### src/rtl/vga_pkg.sv
// Constants and state encoding shared by the VGA frame-buffer blocks
// (pixel reader and the processor-side transfer block).
package vga_pkg;
  localparam int unsigned WORD_COUNT_DEF = 19200;
  localparam int unsigned PIXEL_W        = 8;
  localparam int unsigned PIX_PER_WORD   = 4;
  localparam int unsigned WORD_W         = PIXEL_W * PIX_PER_WORD;
  localparam int unsigned IDX_W          = $clog2(PIX_PER_WORD);
  localparam logic [IDX_W-1:0] IDX_LAST  = IDX_W'(PIX_PER_WORD - 1);

  typedef enum logic [1:0] {
    IDLE = 2'd0,
    RUN  = 2'd1,
    DONE = 2'd2
  } state_e;
endpackage

### src/rtl/word_unpacker.sv
// Two-slot word buffer (cur/nxt) that serialises 32-bit words into a byte stream
// under a valid/ready handshake, least-significant byte first.
module word_unpacker
  import vga_pkg::*;
(
  input  logic               clock_i,
  input  logic               reset_i,
  input  logic [WORD_W-1:0]  word_i,
  input  logic               word_valid_i,
  input  logic               pixel_ready_i,
  output logic [PIXEL_W-1:0] pixel_o,
  output logic               pixel_valid_o,
  output logic               word_done_o,
  output logic [1:0]         fill_o
);
  logic [WORD_W-1:0]  cur_q, cur_d;
  logic [WORD_W-1:0]  nxt_q, nxt_d;
  logic               cur_valid_q, cur_valid_d;
  logic               nxt_valid_q, nxt_valid_d;
  logic [IDX_W-1:0]   idx_q, idx_d;
  logic [PIXEL_W-1:0] bytes_w [PIX_PER_WORD];
  logic               xfer_w;

  for (genvar gi = 0; gi < PIX_PER_WORD; gi++) begin : g_byte
    assign bytes_w[gi] = cur_q[gi*PIXEL_W +: PIXEL_W];
  end

  assign pixel_o       = bytes_w[idx_q];
  assign pixel_valid_o = cur_valid_q;
  assign xfer_w        = cur_valid_q & pixel_ready_i;
  assign word_done_o   = xfer_w & (idx_q == IDX_LAST);
  assign fill_o        = {1'b0, cur_valid_q} + {1'b0, nxt_valid_q};

  always_comb begin
    cur_d       = cur_q;
    nxt_d       = nxt_q;
    cur_valid_d = cur_valid_q;
    nxt_valid_d = nxt_valid_q;
    idx_d       = idx_q;
    if (xfer_w) begin
      idx_d = idx_q + IDX_W'(1);
    end
    // A returning word lands in cur whenever cur is empty or being vacated.
    if (word_done_o) begin
      idx_d = '0;
      if (nxt_valid_q) begin
        cur_d       = nxt_q;
        nxt_valid_d = 1'b0;
        if (word_valid_i) begin
          nxt_d       = word_i;
          nxt_valid_d = 1'b1;
        end
      end else if (word_valid_i) begin
        cur_d = word_i;
      end else begin
        cur_valid_d = 1'b0;
      end
    end else if (word_valid_i) begin
      if (!cur_valid_q) begin
        cur_d       = word_i;
        cur_valid_d = 1'b1;
      end else begin
        nxt_d       = word_i;
        nxt_valid_d = 1'b1;
      end
    end
  end

  always_ff @(posedge clock_i or posedge reset_i) begin
    if (reset_i) begin
      cur_q       <= '0;
      nxt_q       <= '0;
      cur_valid_q <= 1'b0;
      nxt_valid_q <= 1'b0;
      idx_q       <= '0;
    end else begin
      cur_q       <= cur_d;
      nxt_q       <= nxt_d;
      cur_valid_q <= cur_valid_d;
      nxt_valid_q <= nxt_valid_d;
      idx_q       <= idx_d;
    end
  end
endmodule

### src/rtl/framebuffer_pixel_reader.sv
// Frame-memory scan-out reader: sequential word prefetch feeding a byte unpacker.
// Define CONTINUOUS_FRAME_EN for free-running frames (address wrap, no DONE state).
module framebuffer_pixel_reader
  import vga_pkg::*;
#(
  parameter int unsigned WORD_COUNT = WORD_COUNT_DEF,
  parameter int unsigned ADDR_W     = 17
) (
  input  logic               clock_i,
  input  logic               reset_i,
  input  logic               start_i,
  output logic [ADDR_W-1:0]  mem_address_o,
  output logic               mem_rd_o,
  input  logic [WORD_W-1:0]  mem_data_i,
  output logic [PIXEL_W-1:0] pixel_o,
  output logic               pixel_valid_o,
  input  logic               pixel_ready_i,
  output logic               busy_o,
  output logic               frame_done_o
);
  localparam logic [ADDR_W-1:0] LAST_WORD = ADDR_W'(WORD_COUNT - 1);

  state_e            state_q, state_d;
  logic [ADDR_W-1:0] fetch_addr_q, fetch_addr_d;
  logic [ADDR_W-1:0] words_q, words_d;
  logic              inflight_q;
  logic              busy_q, busy_d;
  logic              frame_done_q, frame_done_d;
  logic [1:0]        fill_w, occupancy_w;
  logic              word_done_w, last_xfer_w, fetch_ok_w;

  word_unpacker u_unpacker (
    .clock_i       (clock_i),
    .reset_i       (reset_i),
    .word_i        (mem_data_i),
    .word_valid_i  (inflight_q),
    .pixel_ready_i (pixel_ready_i),
    .pixel_o       (pixel_o),
    .pixel_valid_o (pixel_valid_o),
    .word_done_o   (word_done_w),
    .fill_o        (fill_w)
  );

  assign occupancy_w = fill_w + {1'b0, inflight_q};

`ifdef CONTINUOUS_FRAME_EN
  assign fetch_ok_w = 1'b1;
`else
  assign fetch_ok_w = (fetch_addr_q <= LAST_WORD);
`endif

  assign mem_rd_o      = (state_q == RUN) && (occupancy_w < 2'd2) && fetch_ok_w;
  assign mem_address_o = fetch_addr_q;
  assign last_xfer_w   = word_done_w && (words_q == LAST_WORD);
  assign busy_o        = busy_q;
  assign frame_done_o  = frame_done_q;

  always_comb begin
    state_d      = state_q;
    fetch_addr_d = fetch_addr_q;
    words_d      = words_q;
    case (state_q)
      IDLE: begin
        if (start_i) begin
          state_d      = RUN;
          fetch_addr_d = '0;
          words_d      = '0;
        end
      end
      RUN: begin
        if (mem_rd_o) begin
`ifdef CONTINUOUS_FRAME_EN
          fetch_addr_d = (fetch_addr_q == LAST_WORD) ? '0 : fetch_addr_q + ADDR_W'(1);
`else
          fetch_addr_d = fetch_addr_q + ADDR_W'(1);
`endif
        end
        // words_q counts fully consumed words so the last byte of the frame is known.
        if (word_done_w) begin
          words_d = last_xfer_w ? '0 : words_q + ADDR_W'(1);
        end
`ifndef CONTINUOUS_FRAME_EN
        if (last_xfer_w) begin
          state_d = DONE;
        end
`endif
      end
      DONE:    state_d = IDLE;
      default: state_d = IDLE;
    endcase
  end

  assign busy_d       = (state_d == RUN);
  assign frame_done_d = last_xfer_w;

  always_ff @(posedge clock_i or posedge reset_i) begin
    if (reset_i) begin
      state_q      <= IDLE;
      fetch_addr_q <= '0;
      words_q      <= '0;
      inflight_q   <= 1'b0;
      busy_q       <= 1'b0;
      frame_done_q <= 1'b0;
    end else begin
      state_q      <= state_d;
      fetch_addr_q <= fetch_addr_d;
      words_q      <= words_d;
      inflight_q   <= mem_rd_o;
      busy_q       <= busy_d;
      frame_done_q <= frame_done_d;
    end
  end
endmodule

### config.mk
export PLATFORM = sky130hd
export DESIGN_NAME = framebuffer_pixel_reader
export DESIGN_NICKNAME = d
export VERILOG_FILES = /design/src/rtl/vga_pkg.sv /design/src/rtl/word_unpacker.sv /design/src/rtl/framebuffer_pixel_reader.sv
export SDC_FILE = /design/constraint.sdc
export NUM_CORES = 1
export LEC_CHECK = 0
export ABC_AREA = 0
export BUFFER_PORTS_ARGS = -buffer_cell sky130_fd_sc_hd__buf_2
export CORE_ASPECT_RATIO = 0.7
export CORE_MARGIN = 5
export CORE_UTILIZATION = 56
export CTS_CLUSTER_SIZE = 25
export DETAILED_ROUTE_END_ITERATION = 7
export GPL_ROUTABILITY_DRIVEN = 0
export PLACE_DENSITY = 0.82
export SLEW_MARGIN = 20
export SYNTH_ARGS = -nofsm -noshare
export SYNTH_HDL_FRONTEND = slang
export SYNTH_HIERARCHICAL = 1
export SYNTH_SLANG_ARGS = --single-unit
### constraint.sdc
create_clock -name clock_i -period 3.6 [get_ports clock_i]
set_input_delay 0.72 -clock clock_i [delete_from_list [all_inputs] [get_ports clock_i]]
set_output_delay 0.72 -clock clock_i [all_outputs]
set_load 0.05 [all_outputs]
==> results of run 1 <==
layer usage:
metal | vias up | part of all wire | track usage
met5 | - | 0.00064 | 0
li1 | 1668 | - | -
met4 | 2 | 0.011 | 0.0406
met2 | 80 | 0.49 | 0.318
met3 | 12 | 0.051 | 0.0626
met1 | 1814 | 0.45 | 0.267
cell families after synthesis:
family,Yosys count,share of synthesized area
muxes,111,0.257
adders and majority gates,4,0.00958
xor gates and xnor gates,11,0.0184
DFF,107,0.513
buffers and inverters,27,0.0268
AOI/OAI and AO/OA,45,0.0546
and+or+nand+nor,116,0.120
layout make-up:
class | instances | area [sq um]
clock buffer | 10 | 229
tap | 124 | 155
fill | 680 | 3120
multi-input combinational | 287 | 2440
inverter | 9 | 33.8
sequential | 107 | 2680
timing repair buffer | 70 | 365
clock inverter | 5 | 53.8
metrics by stage:
stage | setup WS (ns) | instance area (sq um)
after floorplan | 0.712 | 5220
after global placement | 0.576 | 5650
after detailed placement | 0.445 | 5650
after CTS | 0.0597 | 5940
after global routing | 0.0784 | 5950
final | 0.244 | 5950
synthesized netlist by cell type (all sizes together), types with 5 or more instances:
library cell,instances
a21oi,12
and2,5
buf,12
clkbuf,6
dfrtp,107
inv,9
mux2,97
mux2i,6
mux4,8
nand2,23
nand2b,7
nand3,15
nand4,11
nor2,21
nor3,8
nor4,5
o21ai,17
or4,5
xnor2,7
worst paths after layout:
| path | slack (ns) | startpoint | depth (start not counted) | endpoint |
|---|---|---|---|---|
| worst max register to register | 0.72 | u_unpacker/idx_q[1] | 9 | words_q[8] |
| worst max-delay path | 0.24 | mem_address_o[13] | 6 | mem_rd_o |
| max in group asynchronous | 2.37 | reset_i | 3 | u_unpacker/cur_q[20] |
| worst min register to register | 0.50 | u_unpacker/nxt_q[0] | 1 | u_unpacker/nxt_q[0] |
| min in group clock_i | 0.50 | u_unpacker/nxt_q[0] | 1 | u_unpacker/nxt_q[0] |
| worst min-delay path | 0.50 | reset_i | 2 | u_unpacker/nxt_q[10] |
sequential cells by signal, indices dropped and copies added, names as in the netlist:
register	flops
frame_done_o	1
busy_o	1
u_unpacker/idx_q	2
inflight_q	1
u_unpacker/nxt_q	32
state_q	2
u_unpacker/cur_q	32
u_unpacker/nxt_valid_q	1
words_q	17
mem_address_o	17
u_unpacker/pixel_valid_o	1
power breakdown:
part	switching (mW)	internal, mW
registers	0.360	1.67
clock network	0.412	0.534
logic	1.11	0.897
total	1.88	3.10
cells in the final DEF, fill, tap and decap left out, types with 3 or more instances in the layout:
| cell | netlist | final |
|---|---|---|
| a21oi_1 | 11 | 11 |
| ha_1 | 4 | 4 |
| or3_1 | 3 | 3 |
| and2_1 | 5 | 5 |
| nor4_1 | 5 | 4 |
| nand2b_1 | 7 | 7 |
| clkbuf_16 | 0 | 9 |
| o211ai_1 | 3 | 3 |
| or2_2 | 3 | 3 |
| or4_1 | 3 | 3 |
| xnor2_1 | 7 | 7 |
| nand4_1 | 10 | 10 |
| clkinv_2 | 0 | 3 |
| mux2_2 | 65 | 65 |
| dfrtp_1 | 107 | 107 |
| and3_1 | 3 | 3 |
| buf_2 | 7 | 64 |
| nand3_1 | 15 | 15 |
| nor3_1 | 8 | 8 |
| o31ai_1 | 4 | 4 |
| mux4_2 | 8 | 8 |
| mux2i_1 | 5 | 5 |
| mux2_1 | 32 | 32 |
| inv_1 | 9 | 8 |
| nand2_1 | 23 | 23 |
| xor2_1 | 4 | 4 |
| buf_4 | 2 | 6 |
| o21ai_0 | 15 | 15 |
| nor2_1 | 21 | 21 |
what timing repair did:
| action | CTS | global route |
|---|---|---|
| endpoints found under the setup margin | 0 | 1 |
| gates resized for setup | 0 | 2 |
| setup buffers | 0 | 0 |
| hold buffers | 0 | 0 |
==> impl_metrics.py, run 1 <==
metrics = {
    "status": {
        "status": "complete, no violations",
    },
    "synth": {
        "yosys_most_used_dff": "dfrtp_1",
        "synth_top_area_cell": "dfrtp_1",
        "mappedNetlistArea_sq_um": 5220,
        "syn_inst": 421,
        "syn_nets": 461,
        "yosysWarningCount": 6,
        "synth_area_leaders": "dfrtp_1 (51%), mux2_2 (14%), mux2_1 (6.9%)",
        "synth_edf_count": 0,
        "synth.top_cell.area_share": 0.513,
        "ys_async_sr_fraction": 1.00,
        "yosysSeqAreaShare": 0.513,
        "yosysUniqueCellTypes": 45,
        "avgSynthCellArea_sq_um": 12.4,
        "synth_seq_cells": 107,
    },
    "detailed_routing": {
        "via_per_inst": 5.84,
        "wirelength_um": 10900,
        "ant_nets": 0,
        "drc_errors": 0,
        "dr.pass1.iters": 4,
        "drt_iter0_markers": 283,
        "vias": 3576,
        "wl_per_cell_um": 17.7,
    },
    "cts": {
        "cts_made_buffers": 9,
        "clock_path_buffers": 2,
        "clock_sink_count": 107,
        "cts_max_level": 3,
        "root_buffer": "clkbuf_16",
        "cts_tree": "done",
        "clk_pin_slew_ns": 0.07,
        "clock_latency_ns": 0.34,
    },
    "final_layout": {
        "synthToLayoutAreaGrowth_pct": 14.0,
        "drive_gt1_frac": 0.346,
        "final_nets": 524,
        "instances_no_fill": 612,
        "n_antenna_cell": 0,
        "final_core_util": 0.656,
    },
    "pwr": {
        "finalPower_mw": 4.98,
        "max-vdd-ir-drop_mv": 0.398,
        "p_leak_nw": 2.61,
        "power.density_nw_per_um2": 836,
    },
    "critical_path": {
        "crit_type": "reg -> out",
        "slowest_stage": "or4_4",
        "start_kind": "register",
        "worst_setup_path_end_kind": "output port",
        "crit_fanout": 17,
        "path_cells": "or4_4 -> nor4_2 -> a2bb2oi_4 -> nand2b_1 -> inv_1 -> buf_2",
        "crit_family": "simple AND/OR/NAND/NOR gates",
        "required_ns": 2.88,
        "cp_num_buf_inv": 2,
        "cp.arrival_ns": 2.64,
        "cpPeakStageDelay_ns": 0.58,
    },
    "sta": {
        "fin_setup_tns_ns": 0,
        "fin_hold_ws_ns": 0.496,
        "relSlewSlack": 0.526,
        "clock_skew_ns": 0.00618,
        "period_share": 0.932,
        "fin_crit_ns": 3.36,
        "rsz0062_at_grt": "false",
        "tightest_slew_ns": 0.710,
        "setup_viol": 0,
        "hold_viol_final": 0,
        "slew_viol_final": 0,
        "fmax_ghz": 0.298,
    },
    "die": {
        "dieHeight_um": 90.8,
        "start_util": 0.576,
        "core_sq_um": 9070,
        "die_width_um": 125,
        "rows": 29,
        "fp.dieArea_sq_um": 11400,
        "ios": 65,
    },
    "hold_path": {
        "hp-class": "in -> async",
    },
    "placement": {
        "dp.cells": 597,
        "portBuffers": 64,
        "dp_hpwl_um": 7520,
    },
    "global_routing": {
        "grt_pass1_wl_um": 18100,
        "antenna_found_initial": 1,
        "grt_usage": 0.198,
        "globalRouteOverflowTotal": 0,
        "grt_max_degree": 40,
        "grt_pass1_vias": 3580,
    },
    "run": {
        "maxCapViolCount": 0,
    },
}
No activity file was read; power rests on OpenSTA's default activity.
==> run 2, diff against run 1 <==
- SYNTH_HIERARCHICAL: 1 -> unset
==> impl_metrics.py, run 2 <==
metrics = {
    "synth": {
        "ys_async_sr_fraction": 1.00,
        "yosysSeqAreaShare": 0.520,
        "syn_inst": 452,
        "ys_top_cells_by_count": "dfrtp_1 (107), nor2_1 (55), a21oi_1 (43), mux2i_1 (37), mux2_2 (33)",
        "synth_edf_count": 0,
        "synth_seq_cells": 107,
        "yosys_most_used_dff": "dfrtp_1",
        "synth_top_area_cell": "dfrtp_1",
        "yosysWarningCount": 0,
        "yosysMostFrequentCell": "dfrtp_1",
        "mappedNetlistArea_sq_um": 5140,
        "synth_area_leaders": "dfrtp_1 (52%), mux2_2 (7.2%), mux2i_1 (7.2%)",
        "syn_nets": 492,
        "avgSynthCellArea_sq_um": 11.4,
        "synth.top_cell.area_share": 0.520,
        "yosysUniqueCellTypes": 52,
    },
    "cts": {
        "cts_max_level": 3,
        "clk_pin_slew_ns": 0.07,
        "hold_buffers": 0,
        "clock_sink_count": 107,
        "root_buffer": "clkbuf_16",
        "cts_made_buffers": 9,
        "clock_latency_ns": 0.34,
        "clock_path_buffers": 2,
        "cts_tree": "done",
    },
    "critical_path": {
        "slowest_stage": "dfrtp_1",
        "cpPeakStageDelay_ns": 0.48,
        "worst_setup_path_end_kind": "output port",
        "start_kind": "register",
        "cp.arrival_ns": 2.58,
        "required_ns": 2.88,
        "crit_fanout": 9,
        "crit_type": "reg -> out",
        "path_cells": "ha_1 -> a21oi_1 -> nand4_2 -> a211oi_4 -> or2_4 -> buf_2",
    },
    "pwr": {
        "finalPower_mw": 4.98,
        "power.density_nw_per_um2": 844,
        "netSwitchingPower_mw": 1.96,
        "power.internal_mw": 3.02,
        "pwr-share-clk": 0.197,
        "max-vdd-ir-drop_mv": 0.457,
        "share_comb_of_total_power": 0.410,
        "seqPwrFrac": 0.392,
        "swShare": 0.394,
        "p_leak_nw": 2.80,
    },
    "sta": {
        "tightest_slew_ns": 0.970,
        "fin_crit_ns": 3.30,
        "hold_viol_final": 0,
        "clock_skew_ns": 0.00439,
        "fmax_ghz": 0.303,
        "fin_hold_ws_ns": 0.444,
        "relSlewSlack": 0.352,
        "slew_viol_final": 0,
        "setup_viol": 0,
        "fin_setup_tns_ns": 0,
        "rsz0062_at_grt": "false",
        "period_share": 0.915,
    },
    "detailed_routing": {
        "dr.pass1.iters": 4,
        "drc_errors": 0,
        "wirelength_um": 10800,
        "drt_iter0_markers": 285,
        "ant_nets": 0,
        "vias": 3684,
        "wl_per_cell_um": 16.8,
        "via_per_inst": 5.72,
    },
    "final_layout": {
        "largestRegisters": "u_unpacker.cur_q (32), u_unpacker.nxt_q (32)",
        "register_area_sq_um": 2680,
        "multiInputGateArea_sq_um": 2380,
        "final_nets": 555,
        "n_antenna_cell": 0,
        "drive_gt1_frac": 0.283,
        "fillers": 713,
        "final_cell_area_sq_um": 5900,
        "final_cell_mix": "dfrtp_1 (107), buf_2 (64), nor2_1 (54), a21oi_1 (42), mux2i_1 (37)",
        "final_core_util": 0.656,
        "synthToLayoutAreaGrowth_pct": 14.7,
        "final_common_cell": "dfrtp_1",
    },
    "die": {
        "core_sq_um": 9000,
        "start_util": 0.572,
        "dieHeight_um": 90.2,
        "rows": 29,
        "die_width_um": 125,
        "fp.dieArea_sq_um": 11200,
        "ios": 65,
    },
    "global_routing": {
        "antenna_found_initial": 0,
        "grt_pass1_vias": 3703,
        "grt_pass1_wl_um": 18200,
        "globalRouteOverflowTotal": 0,
        "grt_usage": 0.197,
        "grt_max_degree": 51,
    },
    "run": {
        "maxCapViolCount": 0,
    },
    "placement": {
        "dp_hpwl_um": 7650,
        "placed_area_sq_um": 5600,
        "portBuffers": 64,
    },
    "hold_path": {
        "hp-class": "in -> async",
    },
    "status": {
        "status": "complete, no violations",
    },
}
-- run 2: cell count changes after synthesis, moves of 5 or more --
| cell | change |
|---|---|
| xor2_1 | +6 |
| nor2_1 | +34 |
| mux2i_1 | +32 |
| o21ai_0 | -5 |
| a21oi_1 | +32 |
| inv_1 | -5 |
| mux2_1 | -32 |
| mux2_2 | -32 |
| nand2_1 | +7 |
-- run 2: cells by family (layout without fill, tap and decap cells) --
family,count (synthesis),count (layout),synth area share
multiplexers,78,78,0.179
AO/OA/AOI/OAI,73,73,0.0917
buffers and inverters,23,91,0.0204
flip-flops,107,107,0.520
adder cells (fa/ha/maj),4,4,0.00973
AND/OR/NAND/NOR,152,152,0.153
XOR/XNOR,15,15,0.0255
-- run 2: cell type report --
cell class | count | share of cell area
timing repair buffer | 71 | 0.0632
inverter | 4 | 0.00297
sequential | 107 | 0.454
clock buffer | 11 | 0.0411
multi-input combinational | 322 | 0.404
clock inverter | 5 | 0.00891
tap | 124 | 0.0263
-- run 2: final timing paths --
check	cells past startpoint	slack [ns]	from	endpoint
min in group clock_i	1	0.51	u_unpacker.nxt_q[17]	u_unpacker.nxt_q[17]
worst min-delay path	2	0.44	reset_i	u_unpacker.nxt_q[17]
worst max-delay path	6	0.30	u_unpacker.pixel_valid_o	mem_rd_o
worst max register to register	5	1.04	u_unpacker.idx_q[1]	words_q[16]
worst min register to register	1	0.51	u_unpacker.nxt_q[17]	u_unpacker.nxt_q[17]
max in group asynchronous	3	2.31	reset_i	words_q[0]
-- run 2: layer usage --
layer  track usage  wire length [um]
met1         0.275              5280
met2         0.311              5020
met3        0.0498               454
met4        0.0484                66
met5             0                 0
-- run 2: timing repair --
| item | CTS | global route |
|---|---|---|
| setup endpoints to repair | 0 | 1 |
| resized for setup | 0 | 1 |
| setup buffers | 0 | 0 |
-- run 2: metrics by stage --
step | setup slack, ns | instances
after floorplan | 0.0628 | 452
after global placement | 0.621 | 628
after detailed placement | 0.526 | 628
after CTS | 0.148 | 644
after global routing | 0.134 | 644
final | 0.305 | 644
-- run 2: worst max-delay path: cells and delay by family (launching register included) --
| kind | cells | cell delay (ns) |
|---|---|---|
| DFF | 1 | 0.48 |
| adders and majority gates | 1 | 0.33 |
| AOI/OAI and AO/OA | 2 | 0.61 |
| buffers and inverters | 1 | 0.28 |
| and+or+nand+nor | 2 | 0.53 |
-- run 2: power by group through the flow --
| stage | registers (mW) | logic (mW) | clock network (mW) |
|---|---|---|---|
| finish | 1.95 | 2.04 | 0.983 |
| global route | 2.01 | 2.21 | 1.04 |
| CTS | 1.95 | 2.05 | 0.998 |
| detailed placement | 1.97 | 2.03 | 0 |
| global placement | 1.93 | 1.98 | 0 |
| floorplan | 1.99 | 1.55 | 0 |
==> run 3, diff against run 2 <==
- RECOVER_POWER: unset -> 50
- REMOVE_ABC_BUFFERS: unset -> 1
==> impl_metrics.py, run 3 (synthesis results as in run 2) <==
metrics = {
    "critical_path": {
        "worst_setup_path_end_kind": "output port",
        "crit_fanout": 9,
        "cp.arrival_ns": 2.63,
        "start_kind": "register",
        "required_ns": 2.88,
        "cpPeakStageDelay_ns": 0.48,
        "crit_type": "reg -> out",
        "slowest_stage": "dfrtp_1",
        "cp_num_buf_inv": 2,
        "crit_family": "compound AO/OA/AOI/OAI gates",
        "path_cells": "ha_1 -> a21oi_1 -> nand4_2 -> a211oi_4 -> or2_1 -> buf_4 -> buf_2",
    },
    "cts": {
        "clock_sink_count": 107,
        "cts_resized": 0,
        "cts_made_buffers": 9,
        "cts_tree": "done",
        "clk_pin_slew_ns": 0.07,
        "hold_buffers": 0,
        "post_cts_buffers": 0,
        "cts_max_level": 3,
        "root_buffer": "clkbuf_16",
        "clock_path_buffers": 2,
        "clock_latency_ns": 0.35,
    },
    "sta": {
        "fin_crit_ns": 3.35,
        "fin_setup_tns_ns": 0,
        "slew_viol_final": 54,
        "period_share": 0.932,
        "tightest_slew_ns": 2.42,
        "rsz0062_at_grt": "false",
        "hold_viol_final": 0,
        "setup_viol": 0,
        "worst_slack_ns": 0.246,
        "relSlewSlack": -0.623,
        "fmax_ghz": 0.298,
        "fin_hold_ws_ns": 0.508,
        "clock_skew_ns": 0.00576,
    },
    "pwr": {
        "power.density_nw_per_um2": 850,
        "p_leak_nw": 2.78,
        "finalPower_mw": 5.03,
        "max-vdd-ir-drop_mv": 0.558,
    },
    "die": {
        "die_width_um": 125,
        "dieHeight_um": 90.2,
        "start_util": 0.572,
        "core_sq_um": 9000,
        "ios": 65,
        "rows": 29,
        "fp.dieArea_sq_um": 11200,
    },
    "final_layout": {
        "final_core_util": 0.658,
        "final_cell_mix": "dfrtp_1 (107), buf_2 (57), nor2_1 (54), a21oi_1 (42), mux2i_1 (37)",
        "fillers": 716,
        "final_cell_area_sq_um": 5920,
        "final_common_cell": "dfrtp_1",
        "largestRegisters": "u_unpacker.cur_q (32), u_unpacker.nxt_q (32)",
        "final_nets": 554,
        "n_antenna_cell": 0,
        "drive_gt1_frac": 0.261,
        "instances_no_fill": 642,
        "synthToLayoutAreaGrowth_pct": 15.0,
    },
    "hold_path": {
        "hp-class": "reg -> reg",
    },
    "placement": {
        "dp_hpwl_um": 7710,
        "placed_area_sq_um": 5620,
        "dp_slack_ns": 0.643,
        "portBuffers": 64,
        "dp.cells": 627,
    },
    "detailed_routing": {
        "drt_iter0_markers": 260,
        "via_per_inst": 5.71,
        "wl_per_cell_um": 16.8,
        "wirelength_um": 10800,
        "ant_nets": 0,
        "dr.pass1.iters": 4,
        "drc_errors": 0,
        "vias": 3668,
    },
    "global_routing": {
        "grt_pass1_wl_um": 18600,
        "grt_max_degree": 55,
        "grt_pass1_vias": 3805,
        "antenna_found_initial": 0,
        "grt_usage": 0.200,
        "globalRouteOverflowTotal": 0,
    },
    "run": {
        "maxCapViolCount": 1,
    },
    "status": {
        "status": "finished, violations left",
        "violations": "capacitance limit, slew limit",
    },
}
-- run 3: cell types whose count changed in the layout (fill, tap and decap cells not counted), sizes merged --
cell,before,now
clkbuf,11,18
clkinv,3,1
buf,71,63
bufinv,1,2
clkinvlp,1,2
inv,4,3
-- run 3: worst paths after layout --
kind                                           from                    to  slack (ns)  cells after the start
min in group asynchronous                   reset_i  u_unpacker.nxt_q[31]        1.03                      2
max                        u_unpacker.pixel_valid_o              mem_rd_o        0.25                      7
max reg2reg                     u_unpacker.idx_q[1]  u_unpacker.cur_q[14]        1.12                      5
max in group asynchronous                   reset_i   u_unpacker.cur_q[4]        1.47                      2
min                            u_unpacker.nxt_q[13]  u_unpacker.nxt_q[13]        0.51                      1
min reg2reg                    u_unpacker.nxt_q[13]  u_unpacker.nxt_q[13]        0.51                      1
-- run 3: metal layers --
layer	vias to the layer above	track usage	part of all wire	wire [um]
met1	1840	0.265	0.44	4700
met5	-	0	0	0
met4	0	0.0566	0.010	110
met3	13	0.0492	0.043	462
met2	78	0.331	0.51	5490
li1	1737	-	-	-
-- run 3: power breakdown --
| part | switching, mW | leakage, nW | internal, mW |
|---|---|---|---|
| Combinational | 1.21 | 1.36 | 0.818 |
| Sequential | 0.321 | 1.27 | 1.65 |
| Clock | 0.418 | 0.146 | 0.607 |
-- run 3: final cells by class --
| cell class | instances | area (sq um) | share of cell area |
|---|---|---|---|
| clock buffer | 11 | 233 | 0.0393 |
| clock inverter | 4 | 76.3 | 0.0129 |
| inverter | 4 | 16.3 | 0.00275 |
| multi-input combinational | 322 | 2380 | 0.402 |
| sequential | 107 | 2680 | 0.452 |
| tap | 124 | 155 | 0.0262 |
| timing repair buffer | 70 | 382 | 0.0645 |
-- run 3: worst reg2reg max path: stages, from the launching register on --
cell and delay (ns):
dfrtp_1 0.65, ha_1 0.30, and3_1 0.26, nand2_2 0.60, mux2i_1 0.43, a21oi_1 0.11
